**config.mk**
```make
export PLATFORM = sky130hd
export DESIGN_NAME = clk_divider_prog
export DESIGN_NICKNAME = d
export VERILOG_FILES = /design/src/rtl/clk_divider_prog.sv
export SDC_FILE = /design/constraint.sdc
export NUM_CORES = 1
export LEC_CHECK = 0
export BUFFER_PORTS_ARGS = -buffer_cell sky130_fd_sc_hd__buf_2
export CAP_MARGIN = 0
export CELL_PAD_IN_SITES_DETAIL_PLACEMENT = 1
export CELL_PAD_IN_SITES_GLOBAL_PLACEMENT = 1
export CORE_MARGIN = 4
export CORE_UTILIZATION = 40
export CTS_CLUSTER_DIAMETER = 40
export DETAILED_ROUTE_END_ITERATION = 10
export GPL_TIMING_DRIVEN = 0
export PLACE_DENSITY_LB_ADDON = 0.05
export SLEW_MARGIN = 20
export SYNTH_ARGS = -nofsm -noshare
export SYNTH_HDL_FRONTEND = slang
export SYNTH_SLANG_ARGS = --single-unit
```
**constraint.sdc**
```tcl
create_clock -name sys_clk -period 4.4 [get_ports sys_clk]
set_input_delay 0.44 -clock sys_clk [delete_from_list [all_inputs] [get_ports sys_clk]]
set_output_delay 0.44 -clock sys_clk [all_outputs]
set_load 0.05 [all_outputs]
```
**src/rtl/clk_divider_prog.sv**
```systemverilog
`default_nettype none
// ============================================================================
//  Module      : clk_divider_prog
//  Description : Runtime-programmable integer clock divider. Produces a
//                one-cycle enable pulse (clk_flag) and a near-50% divided
//                level (clk_out) in the sys_clk domain. New divisors are
//                shadow-loaded and take effect only at a period boundary,
//                or on the next edge while counting is disabled.
//                Optional build macro DIV_PULSE_CNT_EN adds a 16-bit count
//                of emitted flags (pulse_cnt).
//  Revision    : 1.0 - initial release
// ============================================================================
module clk_divider_prog #(
    parameter int DIV_W       = 8,
    parameter int DIV_DEFAULT = 5
) (
    input  logic             sys_clk,
    input  logic             sys_rst,
    input  logic             en,
    input  logic [DIV_W-1:0] div_val,
    input  logic             div_load,
    output logic             clk_flag,
    output logic             clk_out,
    output logic [DIV_W-1:0] div_cur,
    output logic             load_err
`ifdef DIV_PULSE_CNT_EN
    ,
    output logic [15:0]      pulse_cnt
`endif
);

    localparam logic [DIV_W-1:0] c_div_default = DIV_W'(DIV_DEFAULT);
    localparam logic [DIV_W-1:0] c_one         = {{(DIV_W-1){1'b0}}, 1'b1};

    logic [DIV_W-1:0] r_cnt;
    logic [DIV_W-1:0] r_div_cur;
    logic [DIV_W-1:0] r_pend;
    logic             r_pend_vld;
    logic             r_clk_flag;
    logic             r_clk_out;
    logic             r_load_err;

    logic             w_load_ok;
    logic             w_last;
    logic             w_apply;
    logic [DIV_W-1:0] w_div_nxt;
    logic [DIV_W-1:0] w_cnt_nxt;
    logic [DIV_W:0]   w_half;
    logic             w_out_nxt;
    logic             w_flag_nxt;

    // Next-state decode: apply/wrap/hold selection and look-ahead outputs so
    // clk_out and clk_flag are registered yet track the cnt held in the same cycle.
    always_comb begin
        w_load_ok  = div_load && (div_val > c_one);
        w_last     = (r_cnt == (r_div_cur - c_one));
        // Pending divisor takes over at the wrap, or immediately while idle.
        w_apply    = r_pend_vld && (!en || w_last);
        w_div_nxt  = r_div_cur;
        w_cnt_nxt  = r_cnt;
        if (w_apply) begin
            w_div_nxt = r_pend;
            w_cnt_nxt = '0;
        end else if (en) begin
            w_cnt_nxt = w_last ? '0 : (r_cnt + c_one);
        end
        // High phase starts at ceil(N/2); one extra bit avoids overflow at N=2^DIV_W-1.
        w_half     = ({1'b0, w_div_nxt} + {{DIV_W{1'b0}}, 1'b1}) >> 1;
        w_out_nxt  = ({1'b0, w_cnt_nxt} >= w_half);
        w_flag_nxt = en && (w_cnt_nxt == (w_div_nxt - c_one));
    end

    // Counter, divisor shadow register and output registers.
    always_ff @(posedge sys_clk) begin
        if (sys_rst) begin
            r_cnt      <= '0;
            r_div_cur  <= c_div_default;
            r_pend     <= c_div_default;
            r_pend_vld <= 1'b0;
            r_clk_flag <= 1'b0;
            r_clk_out  <= 1'b0;
            r_load_err <= 1'b0;
        end else begin
            r_cnt      <= w_cnt_nxt;
            r_div_cur  <= w_div_nxt;
            r_clk_flag <= w_flag_nxt;
            r_clk_out  <= w_out_nxt;
            r_load_err <= div_load && !w_load_ok;
            // A load on the apply edge becomes pending for the following boundary.
            if (w_load_ok) begin
                r_pend     <= div_val;
                r_pend_vld <= 1'b1;
            end else if (w_apply) begin
                r_pend_vld <= 1'b0;
            end
        end
    end

    assign clk_flag = r_clk_flag;
    assign clk_out  = r_clk_out;
    assign div_cur  = r_div_cur;
    assign load_err = r_load_err;

`ifdef DIV_PULSE_CNT_EN
    logic [15:0] r_pulse_cnt;

    // Counts flag cycles; restarts whenever a new divisor is applied.
    always_ff @(posedge sys_clk) begin
        if (sys_rst || w_apply) begin
            r_pulse_cnt <= '0;
        end else if (r_clk_flag) begin
            r_pulse_cnt <= r_pulse_cnt + 16'd1;
        end
    end

    assign pulse_cnt = r_pulse_cnt;
`endif

endmodule
`default_nettype wire
```
Word level (Yosys, flattened, before mapping) --
Cells that the tools add are included. Widths: inputs -> output; s select.
Word-level totals: bits in registers 28, input port bits 12, output and inout port bits 11, logic and storage cells 29
Operators by class: multiplexer cells 6, $add $sub $neg 4, equal/unequal tests 2, magnitude comparators 2, reduce and logical (&&, ||, !) cells 8
Operator list (number):
- $mux 8 | 4
- $eq 8x8->1 | 2
- $sub 8x1->8 const B | 2
- $add 8x1->9 const B | 1
- $add 8x1->8 const B | 1
- $ge 8x8->1 | 1
- $gt 8x1->1 const B | 1
- $logic_and 1x1->1 | 4
- $logic_not 1->1 | 2
- $mux 1 | 2
- $reduce_bool 2->1 | 1
- $logic_or 1x1->1 | 1

Depth between registers and ports, before layout --
word-level depth 8, gate-level depth with buffers 21, mapped depth without buffers 20

Worst setup path after synthesis --
Ideal clock, no wire load.
kind flip-flop to flip-flop, start reg r_div_cur[0] (netlist: div_cur[0]), end reg r_clk_out (netlist: clk_out), stages on the path, launching flop included 21, data required time 4.272 ns, buffers on the path 1, period minus slack after synthesis 4.715 ns, arrival 4.587 ns, setup time 0.128 ns, setup slack -0.315 ns, cells stage by stage dfxtp_1 -> buf_6 -> inv_1 -> ha_1 -> nor3b_1 -> or4_1 -> and4_1 -> a2111o_1 -> mux2i_1 -> inv_1 -> ha_1 -> ha_1 -> nand2b_1 -> a21o_1 -> a21o_1 -> a21o_1 -> a21o_1 -> a21o_1 -> a21o_1 -> a21oi_1 -> nor2_1
On the way: word-level cells in the longest chain between the ends 7, elaborated cells on any way between the ends 10, classes of those cells add/sub: 2; order compare: 1; eq/ne: 1; mux: 4; reduce/logical: 2
Ends and longest elaborated chain:
- start, declared | line 36 | logic [DIV_W-1:0] r_div_cur;
- start signal, assigned | line 77 | r_div_cur <= c_div_default;
- start signal, assigned | line 85 | r_div_cur <= w_div_nxt;
- $sub 8x1->8 | line 56 | w_last = (r_cnt == (r_div_cur - c_one));
- $eq 8x8->1 | line 56
- $logic_or 1x1->1 | line 58 | w_apply = r_pend_vld && (!en || w_last);
- $logic_and 1x1->1 | line 58
- $mux 8 * | line 61 | if (w_apply) begin
- via w_div_nxt[0] | line 46 | logic [DIV_W-1:0] w_div_nxt;
- $add 8x1->9 * | line 68 | w_half = ({1'b0, w_div_nxt} + {{DIV_W{1'b0}}, 1'b1}) >> 1;
- $ge 8x8->1 * | line 69 | w_out_nxt = ({1'b0, w_cnt_nxt} >= w_half);
- end signal, assigned | line 87 | r_clk_out <= w_out_nxt;
- end, declared | line 40 | logic r_clk_out;
Mark *: on every way through the listed nets, which the timed path passes. The rest lies on a longest branch. A chain may end at the register's enable or synchronous reset.

Worst setup path after layout --
start reg r_cnt[0], end reg r_clk_out (netlist: clk_out)
On the way: word-level cells in the longest chain between the ends 6, elaborated cells on any way between the ends 10, classes of those cells add/sub: 2; order compare: 1; eq/ne: 1; mux: 4; reduce/logical: 2
Ends and longest elaborated chain:
- start, declared | line 35 | logic [DIV_W-1:0] r_cnt;
- start signal, assigned | line 84 | r_cnt <= w_cnt_nxt;
- $eq 8x8->1 | line 56
- $logic_or 1x1->1 | line 58
- $logic_and 1x1->1 | line 58
- $mux 8 | line 61
- via w_div_nxt[0] | line 46
- $add 8x1->9 | line 68
- $ge 8x8->1 | line 69
The timed path passes the listed nets, and every way through them passes these cells.

==> impl_metrics.json <==
{
  "peakVddDrop_uv": 115,
  "fin_cells": 405,
  "htree_levels": 1,
  "numCtsBuffers": 3,
  "skew_ns": 0.00482,
  "antenna_found_initial": 0,
  "synth_common_cells": "nor2_1 (34), nand2_1 (31), dfxtp_1 (28)",
  "firstDrtPassIters": 4,
  "drt_iter0_drc": 77,
  "crit_path_end_kind": "flip-flop",
  "grt_max_degree": 16,
  "fin_ws_ns": 0.191,
  "rows": 27,
  "async_reset_ff_share_pct": 0,
  "yosysWarningCount": 0,
  "dieArea_um2": 7060,
  "post_drt_wl_per_cell_um": 18.5,
  "dp_slack_ns": -0.316,
  "p_per_area_nw_per_um2": 219,
  "r2r_start": "r_cnt[0]$_SDFF_PP0_",
  "cp_top_family": "compound AO/OA/AOI/OAI gates",
  "synth-seq-cells": 28,
  "worst_pin_slew_ns": 0.713,
  "crit_chain": "clkbuf_1, xnor2_1, nor4_2, a221oi_2, a2111o_1, mux2i_2, inv_1, ha_2, ha_1, nand2b_1, a21o_1, a21o_1, a21o_1, a21o_1, a21o_1, a21o_1, a21oi_2, nor2_1",
  "numClockSinks": 28,
  "syn_nets": 323,
  "core-area_um2": 5540,
  "track_usage_pct": 21.5,
  "cp-startpoint": "r_cnt[0]$_SDFF_PP0_",
  "worstPathMaxFanout": 7,
  "cts_tree": "yes",
  "relSlewSlack_pct": 52.5,
  "setup-violations-final": 0,
  "worst_path_most_repeated_cell": "a21o_1",
  "clk_pin_slew_worst_paths_ns": 0.11,
  "cap_violations": 0,
  "io_pins": 23,
  "slowest_delay_ns": 0.50,
  "p_leak_uw": 0.00114,
  "hp-start": "div_val[2]",
  "syn_area_per_cell_um2": 7.73,
  "setup-tns-final_ns": 0,
  "fin_crit_ns": 4.21,
  "placed_cells": 391,
  "synth.most_common_cell": "nor2_1",
  "io_buffer_count": 20,
  "cp.arrival_ns": 4.38,
  "yosysTopAreaCellShare_pct": 24.2,
  "clockBufferDepth": 2,
  "fmax_ghz": 0.238,
  "final_nets": 358,
  "path_buf_inv": 2,
  "vias_per_cell": 5.72,
  "fin_util_pct": 49.6,
  "finalCritPeriodShare_pct": 95.7,
  "holdBufCountCts": 0,
  "synth_edf_count": 0,
  "grt_pass1_vias": 2345,
  "drcViolationCount": 0,
  "yosysUniqueCellTypes": 62,
  "synthTopCellsByArea": "dfxtp_1 (24%), xnor2_1 (7.6%), ha_1 (6.5%)",
  "syn-cell-area_um2": 2310,
  "cp.required_ns": 4.57,
  "crit_type": "flip-flop to flip-flop",
  "final_hold_viol_count": 0,
  "syn_to_final_growth_pct": 18.8,
  "n_antenna_cell": 0,
  "cp-start-kind": "flip-flop",
  "syn_inst": 299,
  "seq_area_frac_synth_pct": 24.2,
  "dp_hpwl_um": 5510,
  "grt_first_pass_wirelength_um": 12200,
  "die_y_um": 84.0,
  "cts_root_buf": "clkbuf_8",
  "drive_gt1_share_pct": 22.8,
  "start_util_pct": 41.7,
  "slowest_stage": "a2111o_1",
  "synth_top_flop_cell": "dfxtp_1",
  "hold_path_class": "input pin to flip-flop",
  "ant_nets": 0,
  "power.total_uw": 602,
  "routed_wl_um": 7500,
  "clk_latency_ns": 0.28,
  "overflow": 0,
  "die_w_um": 84.0,
  "yosysTopAreaCell": "dfxtp_1",
  "place_congestion": 0.881,
  "outcome": "finished clean",
  "vias": 2315,
  "slew_violations": 0
}
layout by cell type (no fill, tap or decap), types with 3 or more instances in the layout:
cell / count
a211oi_1: 4
a21o_1: 6
a21oi_1: 19
and3_1: 4
buf_1: 3
buf_2: 21
buf_4: 13
clkbuf_1: 5
clkbuf_2: 3
clkbuf_8: 4
dfxtp_1: 24
dfxtp_4: 3
ha_1: 10
inv_1: 11
mux2i_1: 5
nand2_1: 31
nand2b_1: 5
nand3_1: 7
nand3b_1: 3
nand4_1: 4
nor2_1: 32
nor2b_1: 3
nor3_1: 12
nor4_1: 3
o211ai_1: 3
o21ai_0: 6
or3_1: 4
xnor2_1: 19
xor2_1: 7
tightest hold or removal path, stage by stage:
cell and delay (ns):
buf_2 0.09, nand2_1 0.04, nand3b_1 0.07
per-layer routing:
metal  share of wire (%)  track usage, %  wire length (um)
met5                   0               0                 0
met3                 3.3            2.17               249
met2                  49            36.9              3700
met4                0.76            5.12                57
met1                  47            28.8              3500
timing repair:
action / 4_1_cts / 5_1_grt
pin swaps: 4 / 8
endpoints found under the setup margin: 1 / 1
buffers inserted: 8 / 6
gates resized for setup: 6 / 21
gates cloned: 0 / 0
endpoints found under the hold margin: 0 / 0
area by class of cell:
class	instances	area, um2
flip-flops and latches	28	573
inverters	11	41.3
well taps	72	90.1
plain buffers	14	68.8
repair buffers	34	209
multi-input cells	242	1710
clock buffers	4	55.1
fillers	723	2790
cells by family after synthesis:
logic type      synth area share, %
simple gates                   28.7
mux                            4.49
fa+ha+maj                      6.49
xor+xnor                       10.2
flops                          24.2
compound gates                 20.4
buf+inv                        5.47
report_power, final:
part           internal [uW]  switching, uW  total, uW
Sequential               261           13.6        275
Clock                   80.5           95.5        176
Combinational           61.4           89.6        151
Total                    403            199        602
path summary, 6_finish.rpt:
| kind | end | slack [ns] | cells past startpoint |
|---|---|---|---|
| setup / recovery | clk_out$_SDFF_PP0_ | 0.19 | 18 |
| hold reg to reg | r_pend[7]$_SDFFE_PP0P_ | 0.53 | 2 |
| setup reg to reg | clk_out$_SDFF_PP0_ | 0.19 | 18 |
| hold / removal | r_pend[2]$_SDFFE_PP1P_ | 0.38 | 3 |
through the flow:
stage / area, um2 / hold slack, ns
2_1_floorplan: 2320 / 0.460
3_3_place_gp: 2510 / 0.516
3_5_place_dp: 2510 / 0.519
4_1_cts: 2640 / 0.383
5_1_grt: 2750 / 0.385
6_report: 2750 / 0.384
state kept, by name, indices dropped and copies added, names as in the netlist:
| signal | flops |
|---|---|
| clk_out | 1 |
| div_cur | 8 |
| load_err | 1 |
| clk_flag | 1 |
| r_pend_vld | 1 |
| r_cnt | 8 |
| r_pend | 8 |
Power figures use the tool's default switching activity.
